### src/rtl/cohub_lock_arb_pkg.sv
// Shared constants, FSM state type and index helper for the coherency-hub lock arbiter.
package cohub_pkg;

  localparam int PN_DEF  = 3;
  localparam int TMO_DEF = 1024;

  typedef enum logic [1:0] {
    ST_IDLE = 2'd0,
    ST_HOLD = 2'd1,
    ST_GAP  = 2'd2
  } state_e;

  function automatic int wrap_inc(input int idx, input int n);
    return (idx + 1 >= n) ? 0 : idx + 1;
  endfunction

endpackage

### src/rtl/cohub_lock_arb_if.sv
// Lock request/grant bundle between hub ports (master) and the lock arbiter (slave).
interface cohub_lock_arb_if #(parameter int PN = cohub_pkg::PN_DEF);

  localparam int OW = (PN > 1) ? $clog2(PN) : 1;

  logic [PN-1:0] lock_req;
  logic [PN-1:0] lock_gnt;
  logic [PN-1:0] lock_abort;
  logic [OW-1:0] owner;
  logic          owner_vld;
  logic [7:0]    tmo_cnt;

  modport master (
    output lock_req,
    input  lock_gnt, lock_abort, owner, owner_vld, tmo_cnt
  );

  modport slave (
    input  lock_req,
    output lock_gnt, lock_abort, owner, owner_vld, tmo_cnt
  );

endinterface

### src/rtl/cohub_lock_arb_rr_pick.sv
// Combinational round-robin picker: first set bit of eligible at or above ptr, else wraps to the lowest.
module rr_pick #(
  parameter int PN = 3,
  parameter int OW = 2
) (
  input  logic [PN-1:0] eligible,
  input  logic [OW-1:0] ptr,
  output logic [PN-1:0] pick,
  output logic [OW-1:0] idx
);

  logic found;

  always_comb begin
    pick  = '0;
    idx   = '0;
    found = 1'b0;
    // Upper segment [ptr, PN-1] has priority, lower segment only when it is empty.
    for (int i = 0; i < PN; i++) begin
      if (!found && eligible[i] && (i >= int'(ptr))) begin
        found   = 1'b1;
        pick[i] = 1'b1;
        idx     = OW'(i);
      end
    end
    for (int i = 0; i < PN; i++) begin
      if (!found && eligible[i]) begin
        found   = 1'b1;
        pick[i] = 1'b1;
        idx     = OW'(i);
      end
    end
  end

endmodule

### src/rtl/cohub_lock_arb.sv
// Round-robin lock arbiter with hold timeout, per-port block-until-release and timeout counter.
//   state | meaning
//   IDLE  | no owner; grant the next eligible port on the following edge
//   HOLD  | one port owns the lock; other requests are ignored
//   GAP   | single no-grant cycle after release or timeout; arbitrates like IDLE
module cohub_lock_arb
  import cohub_pkg::*;
#(
  parameter int PN  = PN_DEF,
  parameter int TMO = TMO_DEF
) (
  input  logic             clk,
  input  logic             rst,
  cohub_lock_arb_if.slave  bus
);

  localparam int OW = (PN > 1) ? $clog2(PN) : 1;
  localparam int TW = (TMO > 1) ? $clog2(TMO) : 1;
  localparam logic [TW-1:0] TMR_LAST = TW'((TMO > 0) ? TMO - 1 : 0);

  state_e        state;
  logic [PN-1:0] blk;
  logic [PN-1:0] elig;
  logic [PN-1:0] pick;
  logic [OW-1:0] pick_idx;
  logic [OW-1:0] ptr;
  logic [OW-1:0] owner_r;
  logic [OW-1:0] next_ptr;
  logic [TW-1:0] timer;
  logic [PN-1:0] gnt_r;
  logic [PN-1:0] abort_r;
  logic          vld_r;
  logic [7:0]    tmo_r;
  logic          own_req;
  logic          tmo_hit;

  assign elig     = bus.lock_req & ~blk;
  assign own_req  = bus.lock_req[owner_r];
  assign tmo_hit  = (TMO != 0) && (timer == TMR_LAST);
  assign next_ptr = OW'(wrap_inc(int'(owner_r), PN));

  rr_pick #(.PN(PN), .OW(OW)) u_pick (
    .eligible (elig),
    .ptr      (ptr),
    .pick     (pick),
    .idx      (pick_idx)
  );

  always_ff @(posedge clk or posedge rst) begin
    if (rst) begin
      state   <= ST_IDLE;
      blk     <= '0;
      ptr     <= '0;
      owner_r <= '0;
      timer   <= '0;
      gnt_r   <= '0;
      abort_r <= '0;
      vld_r   <= 1'b0;
      tmo_r   <= '0;
    end else begin
      abort_r <= '0;
      blk     <= blk & bus.lock_req;
      case (state)
        ST_HOLD: begin
          if (!own_req) begin
            state <= ST_GAP;
            gnt_r <= '0;
            vld_r <= 1'b0;
            ptr   <= next_ptr;
          end else if (tmo_hit) begin
            // Revoked owner stays blocked until it drops its request.
            state   <= ST_GAP;
            gnt_r   <= '0;
            vld_r   <= 1'b0;
            ptr     <= next_ptr;
            abort_r <= gnt_r;
            blk     <= (blk & bus.lock_req) | gnt_r;
            if (tmo_r != 8'hFF) tmo_r <= tmo_r + 8'd1;
          end else begin
            timer <= timer + 1'b1;
          end
        end
        default: begin
          if (|elig) begin
            state   <= ST_HOLD;
            gnt_r   <= pick;
            vld_r   <= 1'b1;
            owner_r <= pick_idx;
            timer   <= '0;
          end else begin
            state <= ST_IDLE;
          end
        end
      endcase
    end
  end

  assign bus.lock_gnt   = gnt_r;
  assign bus.lock_abort = abort_r;
  assign bus.owner      = owner_r;
  assign bus.owner_vld  = vld_r;
  assign bus.tmo_cnt    = tmo_r;

endmodule

### src/flat_wrapper.sv
// flat-port wrapper written by rule: the top's interface ports become plain ports
module cohub_lock_arb_flat import cohub_pkg::*;
#(
  parameter int PN  = PN_DEF,
  parameter int TMO = TMO_DEF
)
  (clk, rst, bus_lock_req, bus_lock_gnt, bus_lock_abort, bus_owner, bus_owner_vld, bus_tmo_cnt);
  cohub_lock_arb_if #(.PN(PN)) bus_i ();
  input  logic clk;
  input  logic rst;
  input wire logic [$bits(bus_i.lock_req)-1:0] bus_lock_req;
  output wire logic [$bits(bus_i.lock_gnt)-1:0] bus_lock_gnt;
  output wire logic [$bits(bus_i.lock_abort)-1:0] bus_lock_abort;
  output wire logic [$bits(bus_i.owner)-1:0] bus_owner;
  output wire logic [$bits(bus_i.owner_vld)-1:0] bus_owner_vld;
  output wire logic [$bits(bus_i.tmo_cnt)-1:0] bus_tmo_cnt;
  assign bus_i.lock_req = bus_lock_req;
  assign bus_lock_gnt = bus_i.lock_gnt;
  assign bus_lock_abort = bus_i.lock_abort;
  assign bus_owner = bus_i.owner;
  assign bus_owner_vld = bus_i.owner_vld;
  assign bus_tmo_cnt = bus_i.tmo_cnt;
  cohub_lock_arb #(.PN(PN), .TMO(TMO)) u_core (.clk(clk), .rst(rst), .bus(bus_i));
endmodule
### config.mk
export PLATFORM = sky130hd
export DESIGN_NAME = cohub_lock_arb_flat
export DESIGN_NICKNAME = d
export VERILOG_FILES = /design/src/rtl/cohub_lock_arb_pkg.sv /design/src/rtl/cohub_lock_arb_if.sv /design/src/rtl/cohub_lock_arb_rr_pick.sv /design/src/rtl/cohub_lock_arb.sv /design/src/flat_wrapper.sv
export SDC_FILE = /design/constraint.sdc
export NUM_CORES = 1
export LEC_CHECK = 0
export CELL_PAD_IN_SITES_DETAIL_PLACEMENT = 0
export CELL_PAD_IN_SITES_GLOBAL_PLACEMENT = 1
export CORE_ASPECT_RATIO = 1.75
export CORE_MARGIN = 4
export CORE_UTILIZATION = 38
export DETAILED_ROUTE_END_ITERATION = 8
export PLACE_DENSITY_LB_ADDON = 0.1
export SLEW_MARGIN = 25
export SYNTH_ARGS = -nofsm -noshare
export SYNTH_HDL_FRONTEND = slang
export SYNTH_SLANG_ARGS = --single-unit
export TNS_END_PERCENT = 5
### constraint.sdc
create_clock -name clk -period 1.72 [get_ports clk]
set_clock_uncertainty 0.1 [all_clocks]
set_input_delay 0.172 -clock clk [delete_from_list [all_inputs] [get_ports clk]]
set_output_delay 0.172 -clock clk [all_outputs]
set_load 0.02 [all_outputs]
==> results.json, run 1 <==
{
  "grt-ovfl-total": 0,
  "r2r_start": "u_core.timer[1]",
  "synth_top_area_cell": "dfrtp_1",
  "fmax_mhz": 546,
  "rsz0062_at_grt": "true",
  "ys_seq_area_share_pct": 51.5,
  "core_sq_um": 4190,
  "vias": 1497,
  "clock_path_buffers": 2,
  "slew_viol_final": 0,
  "die_h_microns": 95.2,
  "crit_path_start": "u_core.timer[1]",
  "viasPerCell": 5.25,
  "synth_most_common_cell": "dfrtp_1",
  "clk_latency_ps": 290,
  "yosys.area_share.simple_pct": 23.6,
  "top_level_ports": 22,
  "path_cells": "ha_2 -> and4_4 -> nand3_4 -> o211ai_1 -> buf_4 -> or4_1 -> nand2_1",
  "tightest_slew_ps": 357,
  "ant_nets": 0,
  "die_area_sq_um": 5510,
  "placed_cells_incl_taps": 270,
  "synth_cell_types": 47,
  "end_kind": "flop",
  "slowest_delay_ps": 390,
  "synth_mux_area_share_pct": 3.33,
  "cts_tree": "built",
  "die_x_microns": 57.8,
  "synth_compound_area_share_pct": 15.5,
  "max-cap-violations": 0,
  "dp_hpwl_microns": 3240,
  "multi_input_area_sq_um": 841,
  "grt_max_degree": 21,
  "synthFlopType": "dfrtp_1",
  "syn-num-nets": 162,
  "synthAdderAreaFrac_pct": 1.52,
  "io_buffers": 21,
  "final_layout_size_suffix_gt1_share_pct": 38.1,
  "grt_pass1_vias": 1604,
  "syn-cell-area_sq_um": 1650,
  "setup_viol": 11,
  "synth_common_cells": "34 x dfrtp_1, 15 x nand2_1, 7 x nand3_1, 7 x nor2_1, 7 x nor2b_1",
  "rows": 31,
  "gp_congestion": 0.793,
  "hold_class": "primary input to asynchronous set/reset pin",
  "area_growth_pct": 51.1,
  "num_antenna_cells": 0,
  "synth_edf_count": 0,
  "leakagePower_nw": 1.16,
  "nFillCells": 373,
  "grt_antenna_before_repair": 0,
  "drt-pass1-iter-count": 4,
  "synth_top_area_share_pct": 51.5,
  "regArea_sq_um": 853,
  "numCtsBuffers": 5,
  "cp_data_arrival_time_ps": 1960,
  "clkSlewWorstSetupHoldPaths_ps": 70,
  "clkSinkCount": 34,
  "fin_crit_sh_pct": 107,
  "violations": "negative setup slack",
  "htreeDepth": 2,
  "run_status": "finished with violations",
  "wirelength_microns": 4240,
  "ys_warn_count": 0,
  "synth_seq_cells": 34,
  "fin_setup_tns_ps": -605,
  "async_flop_share_pct": 100,
  "track_usage_pct": 17.4,
  "crit_slowest_cell": "or4_1",
  "hold_viol_final": 0,
  "period_needed_ps": 1830,
  "syn_avg_cell_area_sq_um": 10.7,
  "relSlewSlack_pct": 76.1,
  "synth_top_family_by_area": "simple AND/OR/NAND/NOR gates",
  "cts_hold_buffers": 0,
  "drc": 0,
  "finish.net_count": 242,
  "cp_max_fo": 5,
  "worstSetupStartpointType": "flop",
  "synthTopCellsByArea": "dfrtp_1 52%, nand2_1 3.4%, mux2_2 2.7%, nor2b_1 2.7%, a21o_1 2.3%",
  "ir_worst_vdd_v": 0.000961,
  "layout.cells.non_filler": 285,
  "initial_core_util_pct": 39.4,
  "grt_pass1_wl_microns": 7410,
  "synth_xor_area_share_pct": 2.65,
  "critical_path_required_ps": 1850,
  "fin_ws_ps": -113,
  "power.density_nw_per_um2": 1210,
  "path_class": "flop to flop",
  "drtIter0Drc": 31,
  "ctsRootBufferMaster": "clkbuf_8",
  "synthCells": 155,
  "wire_per_inst_microns": 14.9
}
-- stage by stage --
step / hold slack (ps) / worst slack [ps] / cell area (sq um) / util, % / total power [W]
after global routing: 167 / -200 / 2490 / 59.6 / 0.00320
final: 100 / -113 / 2490 / 59.6 / 0.00302
after global placement: 372 / -217 / 2290 / 54.6 / 0.00222
after detailed placement: 370 / -265 / 2290 / 54.6 / 0.00224
after CTS: 114 / -140 / 2430 / 58.1 / 0.00293
after floorplan: 188 / -97.8 / 1670 / - / 0.00164
-- cells in the final DEF (no fill, tap or decap), types with 2 or more instances in the layout --
cell              n
a211oi_2          2
a21o_1            5
a21oi_1           5
a31oi_1           3
and2_1            2
and3_1            2
and4_4            2
buf_4            52
buf_6             2
clkbuf_8          6
clkdlybuf4s50_1  20
dfrtp_1          32
dfrtp_2           2
ha_2              2
inv_1             5
mux2_2            2
mux2_4            2
nand2_1          15
nand2b_1          5
nand3_1           6
nand4_1           3
nor2_1            7
nor2b_1           7
nor3_1            2
o211ai_1          2
o21ai_0           5
o21ai_1           2
or2_2             3
xnor2_1           4
-- kinds of logic (layout without fill, tap and decap cells) --
group,count (synthesis),after routing
adder cells (fa/ha/maj),2,2
AO/OA/AOI/OAI,37,37
multiplexers,5,5
XOR/XNOR,5,5
AND/OR/NAND/NOR,64,64
buffers and inverters,8,89
flip-flops,34,34
-- area by class of cell --
| type | count | area share [%] |
|---|---|---|
| Timing Repair Buffer | 75 | 24.9 |
| Inverter | 6 | 0.903 |
| Clock inverter | 2 | 0.502 |
| Clock buffer | 6 | 3.31 |
| Multi-Input combinational cell | 113 | 33.7 |
| Sequential cell | 34 | 34.2 |
| Tap cell | 49 | 2.46 |
-- power breakdown --
part	internal (W)	switching [W]	total, W
Clock	0.000322	0.000306	0.000627
Sequential	0.000926	0.000104	0.00103
Combinational	0.000700	0.000660	0.00136
-- worst paths after layout --
check                                              to  slack, ps  depth (start not counted)
worst max-delay path                  u_core.timer[3]       -110                          7
worst min-delay path                  u_core.state[1]        100                          3
worst max register to register        u_core.timer[3]       -110                          7
worst min register to register          u_core.blk[1]        390                          1
max in group asynchronous       u_core.bus.tmo_cnt[0]       1140                          3
min in group clk                        u_core.blk[1]        390                          1
-- routing by layer --
metal | part of all wire, % | wire [microns] | vias to the layer above | GRT usage, %
met3 | 2.3 | 99 | 9 | 3.12
met1 | 41 | 1740 | 733 | 20.0
met5 | 0 | 0 | - | 0
met2 | 54 | 2310 | 25 | 30.6
met4 | 2.3 | 97 | 0 | 7.93
li1 | - | - | 730 | -
-- registers in the layout, indices dropped and copies added, names as in the netlist --
register and cells:
u_core.ptr 2, u_core.bus.lock_abort 3, u_core.state 2, u_core.bus.lock_gnt 3, u_core.blk 3, u_core.bus.owner_vld 1, u_core.bus.owner 2, u_core.bus.tmo_cnt 8
u_core.timer 10
-- critical path: cells and delay by family (launching register included) --
kind	cells	cell delay (ps)
compound gates	1	160
fa+ha+maj	1	190
buf+inv	1	200
flops	1	380
simple gates	4	740
-- timing repair --
item                       in CTS  in global routing
buffers inserted                4                  3
pin swaps                      16                  5
resized for setup               6                 11
setup endpoints to repair      28                 30
(Power assumes the default switching activity.)
==> inputs of run 2 (changes only) <==
--- a/config.mk
+++ b/config.mk
@@ -8,7 +8,7 @@
 export CELL_PAD_IN_SITES_DETAIL_PLACEMENT = 0
 export CELL_PAD_IN_SITES_GLOBAL_PLACEMENT = 1
 export CORE_ASPECT_RATIO = 1.75
-export CORE_MARGIN = 4
+export CORE_MARGIN = 5
 export CORE_UTILIZATION = 38
 export DETAILED_ROUTE_END_ITERATION = 8
 export PLACE_DENSITY_LB_ADDON = 0.1
==> run 2 against run 1 <==
The flow still finishes with violations (negative setup slack). Register-to-register slack worse by 30 ps. Final cell count is 0.70% lower. Design area is 0.90% lower. Highest routed layer unchanged.
==> results.json, run 2 (synthesis results as in run 1) <==
{
  "run_status": "finished with violations",
  "violations": "negative setup slack",
  "cp_max_fo": 5,
  "fmax_mhz": 536,
  "ant_nets": 0,
  "gp_congestion": 0.815,
  "hold_class": "primary input to asynchronous set/reset pin",
  "critical_path_required_ps": 1840,
  "power.density_nw_per_um2": 1200,
  "path_depth": 7,
  "grt_max_degree": 35,
  "hold_viol_final": 0,
  "wirelength_microns": 4370,
  "grt_pass1_vias": 1575,
  "crit_slowest_cell": "or4_4",
  "finish.net_count": 240,
  "clkSlewWorstSetupHoldPaths_ps": 70,
  "ff2ff_path_depth": 7,
  "die_h_microns": 97.2,
  "period_needed_ps": 1860,
  "tightest_slew_ps": 511,
  "ir_worst_vdd_v": 0.000898,
  "clk_latency_ps": 280,
  "core_sq_um": 4190,
  "clock_path_buffers": 2,
  "grt-ovfl-total": 0,
  "final_common_cell": "buf_4",
  "area_growth_pct": 49.7,
  "max-cap-violations": 0,
  "slew_viol_final": 0,
  "fin_total_pwr_w": 0.00298,
  "vias": 1471,
  "grt_pass1_wl_microns": 7160,
  "path_buf_inv": 1,
  "setup_viol": 16,
  "hold_ws_ps": 187,
  "num_antenna_cells": 0,
  "cts_tree": "built",
  "rsz0062_at_grt": "true",
  "rows": 31,
  "drc": 0,
  "critPathTopFamily": "simple AND/OR/NAND/NOR gates",
  "path_cells": "ha_2 -> and4_4 -> nand3_4 -> o211ai_1 -> buf_4 -> or4_4 -> nand2_2",
  "wire_per_inst_microns": 15.5,
  "ctsRootBufferMaster": "clkbuf_8",
  "drt-pass1-iter-count": 4,
  "regMostFlops": "u_core.timer",
  "grt_antenna_before_repair": 0,
  "drtIter0Drc": 41,
  "numCtsBuffers": 5,
  "final_cell_mix": "50 x buf_4, 32 x dfrtp_1, 18 x clkdlybuf4s50_1",
  "top_level_ports": 22,
  "final_layout_size_suffix_gt1_share_pct": 38.5,
  "initial_core_util_pct": 39.4,
  "end_kind": "flop",
  "die_area_sq_um": 5820,
  "largest_reg_flops": 10,
  "relSlewSlack_pct": 65.8,
  "htreeDepth": 2,
  "dp_hpwl_microns": 3280,
  "fin_crit_sh_pct": 108,
  "viasPerCell": 5.20,
  "nFillCells": 388,
  "die_x_microns": 59.8,
  "worstSetupStartpointType": "flop",
  "track_usage_pct": 16.1,
  "slowest_delay_ps": 480,
  "fin_ws_ps": -144,
  "io_buffers": 21,
  "leakagePower_nw": 1.18,
  "clkSinkCount": 34,
  "path_class": "flop to flop",
  "cp_data_arrival_time_ps": 1990
}
## run 2: cell count changes in the layout (fill, tap and decap cells not counted), moves of 2 or more
cell,delta
and2_1,-2
and2_4,+2
buf_4,-2
clkdlybuf4s50_1,-2
dlymetal6s2s_1,+2
## run 2: what timing repair did
action                                  4_1_cts  5_1_grt
buffers inserted                              3        1
resized for setup                            13        6
hold buffers                                  0        0
endpoints found under the setup margin       29       31
pin swaps                                    12        5
gates cloned                                  0        1
## run 2: final timing paths
| kind | start | endpoint | slack, ps |
|---|---|---|---|
| max | u_core.timer[1] | u_core.timer[3] | -140 |
| min | rst | u_core.timer[4] | 190 |
| max reg2reg | u_core.timer[1] | u_core.timer[3] | -140 |
| min reg2reg | u_core.blk[1] | u_core.blk[1] | 390 |
| max in group asynchronous | rst | u_core.bus.tmo_cnt[0] | 990 |
| min in group clk | u_core.blk[1] | u_core.blk[1] | 390 |
## run 2: power by group
group	internal (W)	leakage [nW]	total, W	switching (W)
Clock	0.000322	0.0472	0.000614	0.000292
Combinational	0.000681	0.683	0.00133	0.000648
Sequential	0.000926	0.452	0.00104	0.000109
## run 2: area by class of cell
type / instances / area, sq um / area share (%)
Clock buffer: 6 / 82.6 / 3.34
Clock inverter: 2 / 12.5 / 0.506
Inverter: 6 / 22.5 / 0.911
Multi-Input combinational cell: 113 / 835 / 33.8
Sequential cell: 34 / 853 / 34.5
Tap cell: 49 / 61.3 / 2.48
Timing Repair Buffer: 73 / 606 / 24.5
## run 2: per-stage QoR
stage | setup WS [ps] | TNS (ps) | utilization [%] | instance area, sq um | instances
finish | -144 | -662 | 59.0 | 2470 | 283
CTS | -150 | -1350 | 58.3 | 2440 | 281
detailed placement | -369 | -6420 | 54.6 | 2290 | 270
global placement | -307 | -5390 | 54.6 | 2290 | 270
floorplan | -97.8 | -495 | - | 1670 | 155
global route | -206 | -2450 | 59.0 | 2470 | 283
## run 2: metal layers
| layer | global-route usage, % | wire length, microns | share of wire (%) | vias up |
|---|---|---|---|---|
| met2 | 28.7 | 2490 | 57 | 29 |
| met1 | 16.8 | 1670 | 38 | 713 |
| met3 | 4.12 | 129 | 2.9 | 9 |
| li1 | - | - | - | 720 |
| met4 | 6.66 | 89 | 2.0 | 0 |
| met5 | 0 | 0 | 0 | - |
## run 2: worst reg2reg max path: stages, from the launching register on
cell and delay, ps:
dfrtp_1 390, ha_2 190, and4_4 160, nand3_4 100
o211ai_1 130, buf_4 180, or4_4 480, nand2_2 70
==> inputs of run 3 (changes only) <==
--- a/config.mk
+++ b/config.mk
@@ -9,7 +9,7 @@
 export CELL_PAD_IN_SITES_GLOBAL_PLACEMENT = 1
 export CORE_ASPECT_RATIO = 1.75
 export CORE_MARGIN = 5
-export CORE_UTILIZATION = 38
+export CORE_UTILIZATION = 30
 export DETAILED_ROUTE_END_ITERATION = 8
 export PLACE_DENSITY_LB_ADDON = 0.1
 export SLEW_MARGIN = 25
==> run 3 against run 2 <==
The flow still finishes with violations (negative setup slack). Final cell count up 8.8%. Hold slack better by 2.1 ps. Via count down 0.14%. Combinational power up 4%. Worst setup slack better by 22 ps. First-iteration DRC count unchanged. Highest routed layer unchanged. Clock-buffer cell count up 1. Fmax up 1.2%. Sequential share of layout area down 0.53 points. Global-route usage down 3.0 points. Register-to-register slack better by 20 ps.
==> results.json, run 3 (synthesis results as in run 1) <==
{
  "io_buffers": 21,
  "endpoint": "u_core.timer[4]",
  "grt_pass1_wl_microns": 7290,
  "slew_viol_final": 0,
  "clk_latency_ps": 280,
  "slowest_delay_ps": 390,
  "relSlewSlack_pct": 71.2,
  "power_frac_clock_pct": 20.0,
  "finish.net_count": 240,
  "rsz0062_at_grt": "true",
  "run_status": "finished with violations",
  "dp_hpwl_microns": 3220,
  "violations": "negative setup slack",
  "switching_share_pct": 34.9,
  "ff2ff_path_depth": 7,
  "crit_slowest_cell": "dfrtp_1",
  "setup_viol": 10,
  "tightest_slew_ps": 433,
  "die_h_microns": 108,
  "initial_core_util_pct": 31.2,
  "path_class": "flop to flop",
  "intPower_w": 0.00199,
  "grt_antenna_before_repair": 0,
  "grt_max_degree": 35,
  "seq_power_share_pct": 34.7,
  "gp_congestion": 0.823,
  "wire_per_inst_microns": 13.7,
  "critical_path_required_ps": 1780,
  "die_x_microns": 66.1,
  "grt-ovfl-total": 0,
  "r2r-end": "u_core.timer[4]",
  "largest_reg_flops": 10,
  "die_area_sq_um": 7150,
  "switchingPower_w": 0.00107,
  "power.density_nw_per_um2": 1210,
  "wirelength_microns": 4230,
  "top_level_ports": 22,
  "final_layout_size_suffix_gt1_share_pct": 39.3,
  "drtIter0Drc": 41,
  "area_growth_pct": 52.3,
  "period_needed_ps": 1840,
  "num_antenna_cells": 0,
  "leakagePower_nw": 1.16,
  "vias": 1469,
  "drt-pass1-iter-count": 4,
  "r2r_setup_slack_ps": -120,
  "clock_path_buffers": 2,
  "numCtsBuffers": 5,
  "preCtsSetupSlack_ps": -282,
  "fin_total_pwr_w": 0.00306,
  "end_kind": "flop",
  "fin_crit_sh_pct": 107,
  "final_util_pct": 47.5,
  "core_sq_um": 5300,
  "crit_path_start": "u_core.timer[0]",
  "regMostFlops": "u_core.timer",
  "ctsRootBufferMaster": "clkbuf_8",
  "viasPerCell": 4.77,
  "htreeDepth": 2,
  "grt_pass1_vias": 1562,
  "clkSlewWorstSetupHoldPaths_ps": 70,
  "cp_data_arrival_time_ps": 1900,
  "ant_nets": 0,
  "fin_ws_ps": -122,
  "path_cells": "ha_2 -> and4_4 -> nand3_4 -> o211ai_1 -> buf_4 -> o311ai_1 -> o31ai_1",
  "fin_setup_tns_ps": -820,
  "clkSinkCount": 34,
  "final_cell_mix": "52 x buf_4, 31 x dfrtp_1, 19 x clkdlybuf4s50_1",
  "cp_max_fo": 5,
  "comb_power_share_pct": 45.3,
  "drc": 0,
  "cts_tree": "built",
  "hold_class": "primary input to asynchronous set/reset pin",
  "r2r_start": "u_core.timer[0]",
  "track_usage_pct": 13.1,
  "worstSetupStartpointType": "flop",
  "fmax_mhz": 543,
  "hold_viol_final": 0,
  "ir_worst_vdd_v": 0.000666,
  "max-cap-violations": 0,
  "rows": 35,
  "final_common_cell": "buf_4"
}
-- run 3: cell types whose count changed in the layout (fill, tap and decap cells not counted), sizes merged --
| cell | before | now |
|---|---|---|
| clkbuf | 6 | 7 |
| dlymetal6s2s | 2 | 0 |
| clkinvlp | 1 | 0 |
| clkdlybuf4s50 | 18 | 19 |
| buf | 52 | 53 |
-- run 3: layer usage --
| layer | part of all wire, % | vias up | track usage (%) |
|---|---|---|---|
| li1 | - | 719 | - |
| met1 | 41 | 720 | 14.4 |
| met2 | 55 | 22 | 23.7 |
| met3 | 2.3 | 8 | 2.60 |
| met4 | 1.8 | 0 | 5.38 |
| met5 | 0 | - | 0 |
-- run 3: area by class of cell --
cell class / count / area (sq um)
Clock buffer: 7 / 86.3
Fill cell: 516 / 2780
Clock inverter: 1 / 5.00
Timing Repair Buffer: 73 / 601
Tap cell: 74 / 92.6
Sequential cell: 34 / 855
Multi-Input combinational cell: 113 / 853
Inverter: 6 / 22.5
-- run 3: repair_timing --
| action | in CTS | in global routing |
|---|---|---|
| setup endpoints to repair | 28 | 28 |
| hold buffers | 0 | 0 |
| gates cloned | 0 | 0 |
| pin swaps | 6 | 12 |
| gates resized for setup | 13 | 10 |
| buffers inserted | 1 | 4 |
| endpoints found under the hold margin | 0 | 0 |
-- run 3: worst min-delay path by stage --
stage,from,to,slack (ps),depth (start not counted)
2_1_floorplan,bus_lock_req[0],u_core.blk[0],190,1
3_3_place_gp,u_core.blk[1],u_core.blk[1],370,1
3_5_place_dp,u_core.blk[1],u_core.blk[1],360,1
4_1_cts,rst,u_core.timer[5],210,3
5_1_grt,rst,u_core.timer[5],260,3
6_report,rst,u_core.timer[5],190,3
-- run 3: critical path, delay by kind of cell, from the launching register on --
kind / cells / cell delay, ps
buffers and inverters: 1 / 210
AO/OA/AOI/OAI: 3 / 560
flip-flops: 1 / 390
adder cells (fa/ha/maj): 1 / 200
AND/OR/NAND/NOR: 2 / 270
-- run 3: through the flow --
stage / std cells / cell area, sq um / hold WS (ps)
global placement: 295 / 2320 / 366
CTS: 304 / 2460 / 208
global route: 308 / 2510 / 257
finish: 308 / 2510 / 189
detailed placement: 295 / 2320 / 364
floorplan: 155 / 1670 / 188
-- run 3: power groups by stage --
stage	registers (W)	logic, W	clock network, W
floorplan	0.00111	0.000526	0
global placement	0.00106	0.00122	0
detailed placement	0.00107	0.00123	0
CTS	0.00106	0.00132	0.000632
global route	0.00108	0.00150	0.000661
finish	0.00106	0.00138	0.000611
